## src/rtl/scroll_ctrl.sv

```systemverilog
// Sequences message nibbles from the BRAM read port into a shifting display word.
// A step costs RD_LAT+1 cycles plus max(rate,1) RUN cycles; no backpressure, stop overrides all.
module scroll_ctrl #(
  parameter int ADDR_W = 6,
  parameter int DIGITS = 8,
  parameter int RATE_W = 27,
  parameter int RD_LAT = 1
) (
  input  logic                clk,
  input  logic                reset,
  input  logic                start,
  input  logic                stop,
  input  logic                pause,
  input  logic [ADDR_W-1:0]   msg_len,
  input  logic [RATE_W-1:0]   rate,
  input  logic [3:0]          rd_data,
  output logic [ADDR_W-1:0]   rd_addr,
  output logic                rd_en,
  output logic [4*DIGITS-1:0] disp,
  output logic                busy,
  output logic                step,
  output logic                wrap
);
  localparam int PW = $clog2(DIGITS + 1);
  localparam logic [PW-1:0] PF_LAST = PW'(DIGITS - 1);
  // Unused when RD_LAT=1 because WAIT is never entered.
  localparam logic [1:0] WAIT_LAST = 2'(RD_LAT - 2);

  typedef enum logic [2:0] {S_IDLE, S_FETCH, S_WAIT, S_SHIFT, S_RUN} state_t;

  state_t              state_q;
  logic [ADDR_W-1:0]   len_q;
  logic [ADDR_W-1:0]   rd_addr_q;
  logic [ADDR_W-1:0]   rd_addr_d;
  logic [RATE_W-1:0]   rate_q;
  logic [RATE_W-1:0]   timer_q;
  logic [PW-1:0]       pcnt_q;
  logic                prefill_q;
  logic [1:0]          wcnt_q;
  logic [4*DIGITS-1:0] disp_q;
  logic                rd_en_q;
  logic                busy_q;
  logic                step_q;
  logic                wrap_q;
  logic                last_addr;
  logic                timer_done;

  assign last_addr  = (rd_addr_q == len_q - ADDR_W'(1));
  assign rd_addr_d  = last_addr ? '0 : rd_addr_q + ADDR_W'(1);
  assign timer_done = (timer_q == rate_q - RATE_W'(1));

  always_ff @(posedge clk or posedge reset) begin
    if (reset) begin
      state_q   <= S_IDLE;
      len_q     <= '0;
      rd_addr_q <= '0;
      rate_q    <= '0;
      timer_q   <= '0;
      pcnt_q    <= '0;
      prefill_q <= 1'b0;
      wcnt_q    <= '0;
      disp_q    <= '0;
      rd_en_q   <= 1'b0;
      busy_q    <= 1'b0;
      step_q    <= 1'b0;
      wrap_q    <= 1'b0;
    end else begin
      rd_en_q <= 1'b0;
      step_q  <= 1'b0;
      wrap_q  <= 1'b0;
      if (stop) begin
        // disp, rd_addr and the latched length/rate are deliberately kept
        state_q   <= S_IDLE;
        busy_q    <= 1'b0;
        timer_q   <= '0;
        pcnt_q    <= '0;
        prefill_q <= 1'b0;
        wcnt_q    <= '0;
      end else begin
        case (state_q)
          S_IDLE: begin
            if (start && (msg_len != '0)) begin
              len_q     <= msg_len;
              rate_q    <= (rate == '0) ? RATE_W'(1) : rate;
              rd_addr_q <= '0;
              timer_q   <= '0;
              pcnt_q    <= '0;
              prefill_q <= 1'b1;
              rd_en_q   <= 1'b1;
              busy_q    <= 1'b1;
              state_q   <= S_FETCH;
            end
          end
          S_FETCH: begin
            wcnt_q <= '0;
            if (RD_LAT > 1) state_q <= S_WAIT;
            else            state_q <= S_SHIFT;
          end
          S_WAIT: begin
            if (wcnt_q == WAIT_LAST) state_q <= S_SHIFT;
            else                     wcnt_q  <= wcnt_q + 2'd1;
          end
          S_SHIFT: begin
            disp_q    <= {disp_q[4*DIGITS-5:0], rd_data};
            step_q    <= 1'b1;
            wrap_q    <= last_addr;
            rd_addr_q <= rd_addr_d;
            if (prefill_q) begin
              pcnt_q <= pcnt_q + PW'(1);
              if (pcnt_q == PF_LAST) begin
                prefill_q <= 1'b0;
                state_q   <= S_RUN;
              end else begin
                rd_en_q <= 1'b1;
                state_q <= S_FETCH;
              end
            end else begin
              state_q <= S_RUN;
            end
          end
          S_RUN: begin
            if (!pause) begin
              if (timer_done) begin
                timer_q <= '0;
                rd_en_q <= 1'b1;
                state_q <= S_FETCH;
              end else begin
                timer_q <= timer_q + RATE_W'(1);
              end
            end
          end
          default: state_q <= S_IDLE;
        endcase
      end
    end
  end

  // A fetch pulse is suppressed in the same cycle stop is seen.
  assign rd_en   = rd_en_q & ~stop;
  assign rd_addr = rd_addr_q;
  assign disp    = disp_q;
  assign busy    = busy_q;
  assign step    = step_q;
  assign wrap    = wrap_q;

endmodule
```

## config.mk

```make
export PLATFORM = sky130hd
export DESIGN_NAME = scroll_ctrl
export DESIGN_NICKNAME = d
export VERILOG_FILES = /design/src/rtl/scroll_ctrl.sv
export SDC_FILE = /design/constraint.sdc
export NUM_CORES = 1
export LEC_CHECK = 0
export ABC_CLOCK_PERIOD_IN_PS = 9550
export BUFFER_PORTS_ARGS = -buffer_cell sky130_fd_sc_hd__buf_2
export CAP_MARGIN = 20
export CORE_MARGIN = 3
export CORE_UTILIZATION = 55
export CTS_CLUSTER_DIAMETER = 40
export DETAILED_ROUTE_END_ITERATION = 10
export GPL_TIMING_DRIVEN = 0
export PLACE_DENSITY = 0.82
export SETUP_SLACK_MARGIN = 0.4
export SLEW_MARGIN = 15
export SYNTH_ARGS = -nofsm -noshare
export SYNTH_HDL_FRONTEND = slang
export SYNTH_SLANG_ARGS = --single-unit
```

## constraint.sdc

```tcl
create_clock -name clk -period 9.55 [get_ports clk]
set_input_delay 0.955 -clock clk [delete_from_list [all_inputs] [get_ports clk]]
set_output_delay 0.955 -clock clk [all_outputs]
set_load 0.03 [all_outputs]
```

== Word-level counts from Yosys, hierarchy flattened ==
Cells that the tools add are included.

* Add/subtract/negate cells: 6
* Multipliers: 0
* Divide/modulo/power cells: 0
* $lt $le $gt $ge: 0
* Eq/ne operators: 15
* Shift-type cells: 0
* Mux-type cells: 40
* Bitwise operators: 2
* Reduce and logical (&&, ||, !) cells: 19

{| class="wikitable"
|+ Operators by type and width
! operator !! count
|-
| two-way mux 27 bit || 5
|-
| one-hot mux 27 bit (2 select lines) || 1
|-
| adder 27 x 1 -> 27 bit, second input constant || 1
|-
| == test 27 bit || 1
|-
| logical NOT 27 bit || 1
|-
| subtractor 27 x 1 -> 27 bit, second input constant || 1
|-
| two-way mux 3 bit || 7
|-
| inequality test 3 bit, second input constant || 6
|-
| one-hot mux 3 bit (5 select lines) || 1
|-
| two-way mux 1 bit || 14
|-
| two-way mux 4 bit || 3
|-
| two-way mux 6 bit || 2
|-
| one-hot mux 6 bit (2 select lines) || 1
|-
| AND reduction 3 bit || 4
|-
| nonzero test 3 bit || 3
|-
| one-hot mux 4 bit (2 select lines) || 1
|-
| AND reduction 2 bit || 4
|-
| adder 6 x 1 -> 6 bit, second input constant || 1
|-
| == test 3 x 2 -> 1 bit, second input constant || 2
|-
| == test 6 bit || 1
|-
| nonzero test 2 bit || 3
|-
| nonzero test 6 bit || 1
|-
| subtractor 6 x 1 -> 6 bit, second input constant || 1
|-
| adder 4 x 1 -> 4 bit, second input constant || 1
|-
| 15 further kinds || 16
|}

* Register bits: 112
* Bits in latches: 0
* RAM bits: 0
* Memory bits (read-only): 0
* Bits of input ports: 42
* Output and inout bits: 42
* Word-level logic and storage cells: 95
* Memories: 0

== Depth between registers and ports, before layout ==
Gate-level depths: netlist of run 1.

* Depth after elaboration: 6
* Mapped depth: 12
* Depth with buffers taken out: 10

== Worst setup path after synthesis of run 1 ==
OpenSTA, ideal clock, no wires.

* Kind: input to register
* Start point: in msg_len[0]
* End point: reg rate_q[10]
* Library setup time: 0.125 ns
* Arrival time: 3.010 ns
* Required time: 9.425 ns
* Path slack: 6.415 ns
* Stages: 7
* Buffers on the path: 2
* Cells stage by stage: or4_1 -> o31ai_1 -> or4_1 -> or2_2 -> clkbuf_1 -> clkbuf_1 -> mux2_2

* Cells in the longest elaborated chain, start to end: 3

{| class="wikitable"
|+ RTL lines
! element !! RTL line !! RTL
|-
| start, declared || 14 || <nowiki>input logic [ADDR_W-1:0] msg_len,</nowiki>
|-
| nonzero test 6 bit || 82 || <nowiki>if (start && (msg_len != '0)) begin</nowiki>
|-
| logical AND 1 bit || 82 ||
|-
| AND reduction 3 bit (no source line) || n/a ||
|-
| end signal, assigned || 84 || <nowiki>rate_q <= (rate == '0) ? RATE_W'(1) : rate;</nowiki>
|-
| end, declared || 35 || <nowiki>logic [RATE_W-1:0] rate_q;</nowiki>
|}

Every way passes these cells.
A chain may end at the register's enable or synchronous reset.

== Worst setup path after layout of run 1 ==
* Start point: in msg_len[0]
* End point: reg rate_q[20]

The elaborated chain is that of the path after synthesis.

==> flow_metrics.py, run 1 <==
metrics = {
    "run_status": {
        "status": "finished clean",
    },
    "synth": {
        "synth.mux.area_fraction_pct": 12.2,
        "post_synth_xor_area_fraction_pct": 8.93,
        "edff_count_synth": 0,
        "synth_area_leader_cell": "dfrtp_1",
        "complex_gate_fraction_of_the_synthesized_area_pct": 7.77,
        "synth_flop_cell": "dfrtp_1",
        "yosys_register_bits": 112,
        "syn-num-nets": 633,
        "synthAdderAreaFrac_pct": 1.21,
        "synth_area_per_cell_um2": 10.6,
        "syn_area_mm2": 0.00618,
        "cell_count_after_synthesis": 585,
        "synth_top_family_by_area": "simple AND/OR/NAND/NOR gates",
        "netlist_top_cells_area": "dfrtp_1 45%, mux2_2 12%, xnor2_1 6.0%, nor2_1 3.3%, xor2_1 3.0%",
        "yosys.area.top_type_share_pct": 45.3,
        "post_synth_and_or_nand_nor_area_fraction_pct": 21.2,
        "synth_warn": 0,
        "number_of_distinct_library_cells_after_synthesis": 76,
        "seq_area_frac_synth_pct": 45.3,
        "synth-async-reset-ratio_pct": 100,
    },
    "sta": {
        "final-max-slew-violation-count": 0,
        "worst_hold_slack_ns": 0.516,
        "clock_period_minus_worst_slack_ns": 3.59,
        "skew_ns": 0.0131,
        "rsz0062_at_grt": "false",
        "hold_viol_final": 0,
        "finalSetupTns_ns": 0,
        "setup_violators_final": 0,
        "max_freq_ghz": 0.278,
        "post-route-period-util_pct": 37.6,
        "worstMarginPinSlew_ns": 0.859,
        "slew-limit-headroom_pct": 41.9,
    },
    "grt": {
        "first_global_vias": 4981,
        "grt_max_degree": 87,
        "global_route_wire_length_before_repair_um": 24700,
        "antenna_violations_before_repair": 0,
        "global_route.usage.total_pct": 24.0,
        "overflow_left_after_global_routing": 0,
    },
    "routing": {
        "viasPerCell": 6.02,
        "drt_first_iter_violations": 323,
        "vias": 4951,
        "first_pass_iters": 5,
        "ant_nets": 0,
        "drc": 0,
        "finalWirelength_um": 14300,
        "wl_per_cell_um": 17.4,
    },
    "die": {
        "starting_density_of_the_core_pct": 56.5,
        "pin_count": 84,
        "std_cell_rows": 38,
        "core_region_area_mm2": 0.0109,
        "dieArea_mm2": 0.0125,
        "chipHeight_um": 112,
        "dieWidth_um": 112,
    },
    "layout": {
        "final_cells": 823,
        "nets": 727,
        "flow.area_growth_from_synthesis_pct": 14.5,
        "final_layout_size_suffix_gt1_share_pct": 30.6,
        "diodes": 0,
        "final_common_cell": "dfrtp_1",
        "final-seq-area_mm2": 0.00280,
        "mostFrequentLayoutCells": "112 x dfrtp_1, 83 x buf_2, 66 x mux2_2",
        "multiInputGateArea_mm2": 0.00317,
        "num-fill-cells": 840,
    },
    "hold_path": {
        "hold_path.startpoint": "pcnt_q[3]",
        "hold_class": "register to register",
    },
    "critical_path": {
        "critical_path.slowest_cell": "clkbuf_1",
        "cp_data_arrival_time_ns": 3.83,
        "critical_path_peak_fanout": 10,
        "worstSetupPathType": "input pin to register",
        "worstPathRequired_ns": 9.79,
        "rr_startpoint": "rate_q[0]",
        "worst_setup_path_end_kind": "register",
        "reg2reg_slack_ns": 6.28,
        "setup.worst_path.start": "msg_len[0]",
        "worst_r2r_path_depth": 11,
        "worstSetupPathDepth": 8,
        "worst-path-buf-inv": 3,
        "timing.critical_path.to": "rate_q[20]",
        "crit-reg2reg-capture": "timer_q[20]",
        "cp_slowest_stage_delay_ns": 0.54,
        "critical_path.startpoint_type": "input pin",
        "worstPathCellList": "buf_2 -> or4_1 -> o31ai_1 -> or4_1 -> or2_2 -> clkbuf_1 -> clkbuf_1 -> mux2_2",
        "crit_family": "buffers and inverters",
    },
    "placed_design": {
        "number_of_input_and_output_port_buffers_inserted": 82,
        "routability_congestion_estimate": 0.851,
        "post-place-cells": 808,
        "place.detailed.hpwl_um": 10500,
    },
    "clock_tree": {
        "cts_tree": "done",
        "post_cts.resized_instances": 0,
        "post-cts-setup-buffers": 0,
        "clk_pin_slew_worst_paths_ns": 0.08,
        "cts-root-buf": "clkbuf_16",
        "number_of_clock_sinks": 112,
        "cts_hold_buf": 0,
        "clk_path_buf_depth": 2,
        "numCtsBuffers": 9,
        "clk_latency_ns": 0.36,
        "ctsHtreeMaxLevel": 3,
    },
    "power": {
        "power.leakage_nw": 3.12,
        "max-vdd-ir-drop_uv": 175,
        "power.density_cell_area_mw_per_mm2": 252,
    },
    "job": {
        "drv_cap": 0,
    },
}
## flip-flops by register name (all words and copies together), names as in the netlist, 2 cells and up
signal   cells
pcnt_q       4
state_q      3
wcnt_q       2
len_q        6
rd_addr      6
disp        32
timer_q     27
rate_q      27
## worst min-delay path by stage
stage / to / slack (ns) / cells after the start
3_3_place_gp: pcnt_q[3] / 0.47 / 1
5_1_grt: disp[29] / 0.53 / 1
3_5_place_dp: disp[30] / 0.50 / 1
4_1_cts: pcnt_q[3] / 0.51 / 1
2_1_floorplan: pcnt_q[3] / 0.45 / 1
6_report: pcnt_q[3] / 0.52 / 1
## power by group
part	switching (W)	internal [W]
registers	0.000144	0.000590
clock network	0.000183	0.000181
logic	0.000376	0.000308
total	0.000703	0.00108
## Yosys cell counts (7+ instances only)
cell        n
o21ai_0    18
a21oi_1     7
nor3_1     20
mux2_2     66
nand4_1    12
xor2_1     21
nor2_1     54
inv_1      11
nand2_1    36
nor2_2     10
clkbuf_1   11
dfrtp_1   112
nand3_1    18
and3_1      9
xnor2_1    42
or3_1       7
nor4_1     11
nor2b_1    11
## layer usage
metal,share of wire (%),GRT usage (%),vias up
met3,6.5,6.47,34
met4,2.0,6.81,0
met1,42,31.6,2448
met5,0,0,-
li1,-,-,2286
met2,49,39.4,183
## cell type report
class	count	area share, %
Inverter	11	0.654
Tap cell	140	2.47
Timing Repair Buffer	83	6.18
Buffer	25	2.39
Sequential cell	112	39.6
Clock buffer	10	3.23
Multi-Input combinational cell	437	44.8
Clock inverter	5	0.725
## metrics by stage
step,total power (W),worst slack [ns],utilization [%],area (um^2)
6_report,0.00178,5.96,64.7,7080
5_1_grt,0.00189,5.81,64.7,7080
4_1_cts,0.00178,6.01,64.7,7080
3_5_place_dp,0.00142,5.64,62.2,6800
3_3_place_gp,0.00138,4.56,61.9,6770
2_1_floorplan,0.00124,5.64,-,6180
## cells by family (layout without fill, tap and decap cells)
| group | after synthesis | count (layout) |
|---|---|---|
| and+or+nand+nor | 234 | 234 |
| DFF | 112 | 112 |
| AOI/OAI and AO/OA | 67 | 67 |
| muxes | 67 | 67 |
| xor gates and xnor gates | 63 | 63 |
| buffers and inverters | 36 | 134 |
| adders and majority gates | 6 | 6 |
Note: power is estimated with default switching activity, not from simulation.
==> run 2, diff against run 1 <==
ABC_CLOCK_PERIOD_IN_PS = 3500   (was 9550)
clock period = 3.5 ns   (was 9.55 ns; I/O delays follow)
==> run 2 against run 1 <==
Effect of this change:
- critical path type is now register to register
- non-clock buffer count grew 12
- total power grew to 2.8 times the previous value
- worst setup slack lost 5.5 ns
- critical path depth grew 2
- first-iteration DRC count grew 21%
==> flow_metrics.py, run 2 (synthesis gave the netlist of run 1 again) <==
metrics = {
    "routing": {
        "ant_nets": 0,
        "finalWirelength_um": 14800,
        "viasPerCell": 6.00,
        "first_pass_iters": 5,
        "wl_per_cell_um": 17.8,
        "drc": 0,
        "vias": 5011,
        "drt_first_iter_violations": 390,
    },
    "sta": {
        "skew_ns": 0.0123,
        "setup_violators_final": 0,
        "worstMarginPinSlew_ns": 0.887,
        "final-max-slew-violation-count": 0,
        "clock_period_minus_worst_slack_ns": 3.02,
        "hold_viol_final": 0,
        "finalSetupTns_ns": 0,
        "setup_ws_ns": 0.479,
        "post-route-period-util_pct": 86.3,
        "rsz0062_at_grt": "false",
        "max_freq_ghz": 0.331,
        "slew-limit-headroom_pct": 40.0,
    },
    "layout": {
        "diodes": 0,
        "final_layout_size_suffix_gt1_share_pct": 32.8,
        "nets": 739,
        "mostFrequentLayoutCells": "110 x dfrtp_1, 83 x buf_2, 66 x mux2_2",
        "num-fill-cells": 811,
        "design_area_mm2": 0.00727,
        "flow.area_growth_from_synthesis_pct": 17.6,
        "final_common_cell": "dfrtp_1",
        "largest_register_ff_count": 32,
    },
    "power": {
        "power.leakage_nw": 3.20,
        "power.density_cell_area_mw_per_mm2": 688,
        "total_power_w": 0.00500,
        "max-vdd-ir-drop_uv": 528,
    },
    "critical_path": {
        "worstPathRequired_ns": 3.74,
        "critical_path_peak_fanout": 5,
        "crit_top_cell": "buf_4",
        "critical_path.slowest_cell": "or4_4",
        "reg2reg_slack_ns": 0.48,
        "cp_data_arrival_time_ns": 3.27,
        "critical_path.startpoint_type": "register",
        "worstSetupPathType": "register to register",
        "worst_r2r_path_depth": 10,
        "cp_slowest_stage_delay_ns": 0.58,
        "worst_setup_path_end_kind": "register",
        "worstPathCellList": "or4_4 -> or2_4 -> or4_1 -> o311ai_1 -> nor4_2 -> nand4_2 -> buf_4 -> buf_4 -> nand2_1 -> and3_1",
    },
    "die": {
        "std_cell_rows": 38,
        "dieArea_mm2": 0.0125,
        "chipHeight_um": 112,
        "pin_count": 84,
        "dieWidth_um": 112,
        "core_region_area_mm2": 0.0109,
        "starting_density_of_the_core_pct": 56.5,
    },
    "clock_tree": {
        "clk_latency_ns": 0.36,
        "cts_hold_buf": 0,
        "ctsHtreeMaxLevel": 3,
        "numCtsBuffers": 9,
        "clk_pin_slew_worst_paths_ns": 0.08,
        "cts-root-buf": "clkbuf_16",
        "clk_path_buf_depth": 2,
        "cts_tree": "done",
        "number_of_clock_sinks": 112,
    },
    "placed_design": {
        "place.detailed.hpwl_um": 10900,
        "detailed_place.area_mm2": 0.00684,
        "number_of_input_and_output_port_buffers_inserted": 82,
        "preCtsSetupSlack_ns": 0.210,
        "routability_congestion_estimate": 0.865,
    },
    "run_status": {
        "status": "finished clean",
    },
    "job": {
        "drv_cap": 0,
    },
    "hold_path": {
        "hold_class": "input pin to async pin",
    },
    "grt": {
        "overflow_left_after_global_routing": 0,
        "grt_max_degree": 38,
        "first_global_vias": 4898,
        "global_route_wire_length_before_repair_um": 23800,
        "antenna_violations_before_repair": 0,
        "global_route.usage.total_pct": 23.5,
    },
}
## run 2: what timing repair did
action | in CTS | in global routing
endpoints found under the setup margin | 20 | 28
pin swaps | 1 | 5
buffers inserted | 1 | 7
resized for setup | 0 | 17
gates cloned | 0 | 2
endpoints found under the hold margin | 0 | 0
## run 2: worst max-delay path: cells and delay by family, from the launching register on
family,cells,cell delay [ns]
DFF,1,0.44
buffers and inverters,2,0.23
AOI/OAI and AO/OA,1,0.31
and+or+nand+nor,7,1.91
## run 2: area by class of cell
class                      count  area, um^2  area share (%)
tap                          140         175            2.41
inverter                      11        45.0           0.619
timing repair buffer          95         578            7.95
clock buffer                   9         225            3.10
multi-input combinational    437        3210            44.1
clock inverter                 6        60.1           0.826
buffer                        25         178            2.44
sequential                   112        2810            38.6
## run 2: path summary, 6_finish.rpt
kind,startpoint,endpoint
max,rate_q[18],state_q[0]
min,reset,timer_q[22]
max reg2reg,rate_q[18],state_q[0]
min reg2reg,pcnt_q[3],pcnt_q[3]
max in group asynchronous,reset,timer_q[3]
min in group clk,rd_data[0],disp[0]
## run 2: report_power, final
| part | switching [W] | total (W) | internal [W] |
|---|---|---|---|
| logic | 0.00106 | 0.00198 | 0.000919 |
| registers | 0.000409 | 0.00202 | 0.00161 |
| clock network | 0.000503 | 0.00100 | 0.000497 |
| total | 0.00197 | 0.00500 | 0.00303 |
## run 2: metrics by stage
stage	hold slack, ns	utilization, %	cells
6_report	0.0122	66.5	835
5_1_grt	0.0435	66.5	835
4_1_cts	0.0177	65.2	826
3_5_place_dp	0.406	62.5	810
3_3_place_gp	0.472	61.9	807
2_1_floorplan	0.450	-	585
## run 2: layer usage
metal | wire length, um | vias up | GRT usage (%)
li1 | - | 2320 | -
met1 | 6050 | 2466 | 29.5
met2 | 7290 | 184 | 39.2
met3 | 1040 | 41 | 6.04
met4 | 457 | 0 | 9.62
met5 | 0 | - | 0
==> run 3, diff against run 2 <==
ABC_CLOCK_PERIOD_IN_PS = 2500   (was 3500)
CORE_UTILIZATION = 52   (was 55)
PLACE_DENSITY = 0.81   (was 0.82)
clock period = 2.5 ns   (was 3.5 ns; I/O delays follow)
==> run 3 against run 2 <==
Effect of this change:
- the flow now finishes with violations (negative setup slack)
- final cell count rose by 2.9%
- global-route usage barely moved
- critical endpoint is now timer_q[15]
- critical path type unchanged
- flip-flop and latch count is the same
- clock skew is 0.00091 ns higher
- largest cell class unchanged
- utilization is 0.57 points higher
- clock-buffer cell count is 1 higher
- routed wire length increased by 3.1%
==> flow_metrics.py, run 3 (synthesis gave the netlist of run 1 again) <==
metrics = {
    "power": {
        "power.leakage_nw": 3.38,
        "power.density_cell_area_mw_per_mm2": 964,
        "max-vdd-ir-drop_uv": 797,
    },
    "layout": {
        "flow.area_growth_from_synthesis_pct": 24.9,
        "final_layout_size_suffix_gt1_share_pct": 40.5,
        "diodes": 0,
        "final_common_cell": "dfrtp_1",
        "final_cells": 859,
        "mostFrequentLayoutCells": "107 x dfrtp_1, 84 x buf_2, 66 x mux2_2",
        "num-fill-cells": 847,
        "largest_register_ff_count": 32,
        "nets": 759,
    },
    "critical_path": {
        "worstSetupPathType": "register to register",
        "worstPathCellList": "buf_2 -> nor3_4 -> nand4_2 -> o21a_1 -> or3_4 -> a2111oi_4 -> nand4_2 -> a21oi_4 -> buf_6 -> buf_16 -> nor2_4",
        "critical_path_peak_fanout": 8,
        "worst_setup_path_end_kind": "register",
        "critical_path.startpoint_type": "register",
        "cp_data_arrival_time_ns": 3.21,
        "crit_top_cell": "nand4_2",
        "worstPathRequired_ns": 2.76,
        "cp_slowest_stage_delay_ns": 0.38,
        "critical_path.slowest_cell": "or3_4",
        "crit_family": "simple AND/OR/NAND/NOR gates",
        "worst-path-buf-inv": 3,
    },
    "run_status": {
        "violations_in_the_final_reports": "negative setup slack",
        "status": "finished with violations",
    },
    "die": {
        "pin_count": 84,
        "dieArea_mm2": 0.0132,
        "core_region_area_mm2": 0.0115,
        "chipHeight_um": 115,
        "std_cell_rows": 39,
        "starting_density_of_the_core_pct": 53.7,
        "dieWidth_um": 115,
    },
    "grt": {
        "grt_max_degree": 37,
        "antenna_violations_before_repair": 0,
        "first_global_vias": 4981,
        "global_route_wire_length_before_repair_um": 24600,
        "global_route.usage.total_pct": 23.6,
        "overflow_left_after_global_routing": 0,
    },
    "hold_path": {
        "hold_class": "input pin to register",
    },
    "clock_tree": {
        "cts-root-buf": "clkbuf_16",
        "clk_pin_slew_worst_paths_ns": 0.08,
        "ctsHtreeMaxLevel": 3,
        "clk_path_buf_depth": 2,
        "cts_tree": "done",
        "numCtsBuffers": 9,
        "number_of_clock_sinks": 112,
        "clk_latency_ns": 0.37,
    },
    "sta": {
        "slew-limit-headroom_pct": 49.6,
        "max_freq_ghz": 0.339,
        "post-route-period-util_pct": 118,
        "hold_viol_final": 0,
        "finalSetupTns_ns": -12.47,
        "setup_ws_ns": -0.446,
        "final-max-slew-violation-count": 0,
        "clock_period_minus_worst_slack_ns": 2.95,
        "rsz0062_at_grt": "true",
        "skew_ns": 0.0132,
        "worstMarginPinSlew_ns": 0.754,
        "setup_violators_final": 30,
    },
    "placed_design": {
        "post-place-cells": 813,
        "routability_congestion_estimate": 0.921,
        "number_of_input_and_output_port_buffers_inserted": 82,
        "preCtsSetupSlack_ns": -0.666,
        "place.detailed.hpwl_um": 10600,
    },
    "routing": {
        "met2_wirelength_um": 7590,
        "viasPerCell": 5.88,
        "sum_of_met3_wire_segment_lengths_after_detailed_routing_um": 1030,
        "wl_per_cell_um": 17.8,
        "finalWirelength_um": 15300,
        "first_pass_iters": 7,
        "ant_nets": 0,
        "vias": 5047,
        "wl_met1_um": 6150,
        "highest-signal-layer": "met4",
        "drc": 0,
        "drt_first_iter_violations": 252,
    },
    "job": {
        "drv_cap": 0,
    },
}
## run 3: changes by cell type in the layout (fill, tap and decap cells not counted), sizes merged
cell and delta:
clkbuf -2, inv -1, buf +22, dlygate4sd3 +1
clkinv +1
## run 3: layer usage
layer / global-route usage [%] / up-vias
li1: - / 2358
met3: 6.42 / 47
met2: 38.5 / 186
met1: 29.8 / 2456
met5: 0 / -
met4: 9.39 / 0
## run 3: what timing repair did
item | CTS | global route
resized for setup | 42 | 43
buffers inserted | 20 | 7
gates cloned | 1 | 0
endpoints found under the setup margin | 98 | 70
hold buffers | 1 | 0
pin swaps | 15 | 21
hold endpoints to repair | 13 | 0
## run 3: path summary, 6_finish.rpt
path	from	to	slack (ns)	cells after the start
hold / removal	rd_data[0]	disp[0]	0.11	2
max in group asynchronous	reset	state_q[2]	1.12	6
setup reg to reg	rate_q[7]	timer_q[15]	-0.45	11
setup / recovery	rate_q[7]	timer_q[15]	-0.45	11
min in group asynchronous	reset	disp[31]	0.42	3
hold reg to reg	pcnt_q[3]	pcnt_q[3]	0.50	1
## run 3: report_power, final
group / switching, W / leakage [nW] / internal [W] / total [W]
Sequential: 0.000559 / 1.47 / 0.00226 / 0.00282
Clock: 0.000750 / 0.147 / 0.000714 / 0.00146
Combinational: 0.00164 / 1.76 / 0.00151 / 0.00316
Total: 0.00295 / 3.38 / 0.00449 / 0.00744
## run 3: cell type report
class / count / area [um^2] / area share (%)
Buffer: 25 / 234 / 3.03
Clock buffer: 10 / 229 / 2.96
Clock inverter: 6 / 72.6 / 0.940
Inverter: 11 / 45.0 / 0.583
Multi-Input combinational cell: 437 / 3420 / 44.2
Sequential cell: 112 / 2810 / 36.4
Tap cell: 143 / 179 / 2.32
Timing Repair Buffer: 115 / 738 / 9.56
## run 3: through the flow
step | power [W] | instance area [um^2] | util, % | hold slack, ns
2_1_floorplan | 0.00477 | 6240 | - | 0.400
3_5_place_dp | 0.00544 | 6890 | 59.8 | 0.238
6_report | 0.00744 | 7720 | 67.1 | 0.109
5_1_grt | 0.00785 | 7720 | 67.1 | 0.0979
4_1_cts | 0.00724 | 7520 | 65.3 | 0.101
3_3_place_gp | 0.00531 | 6830 | 59.3 | 0.468
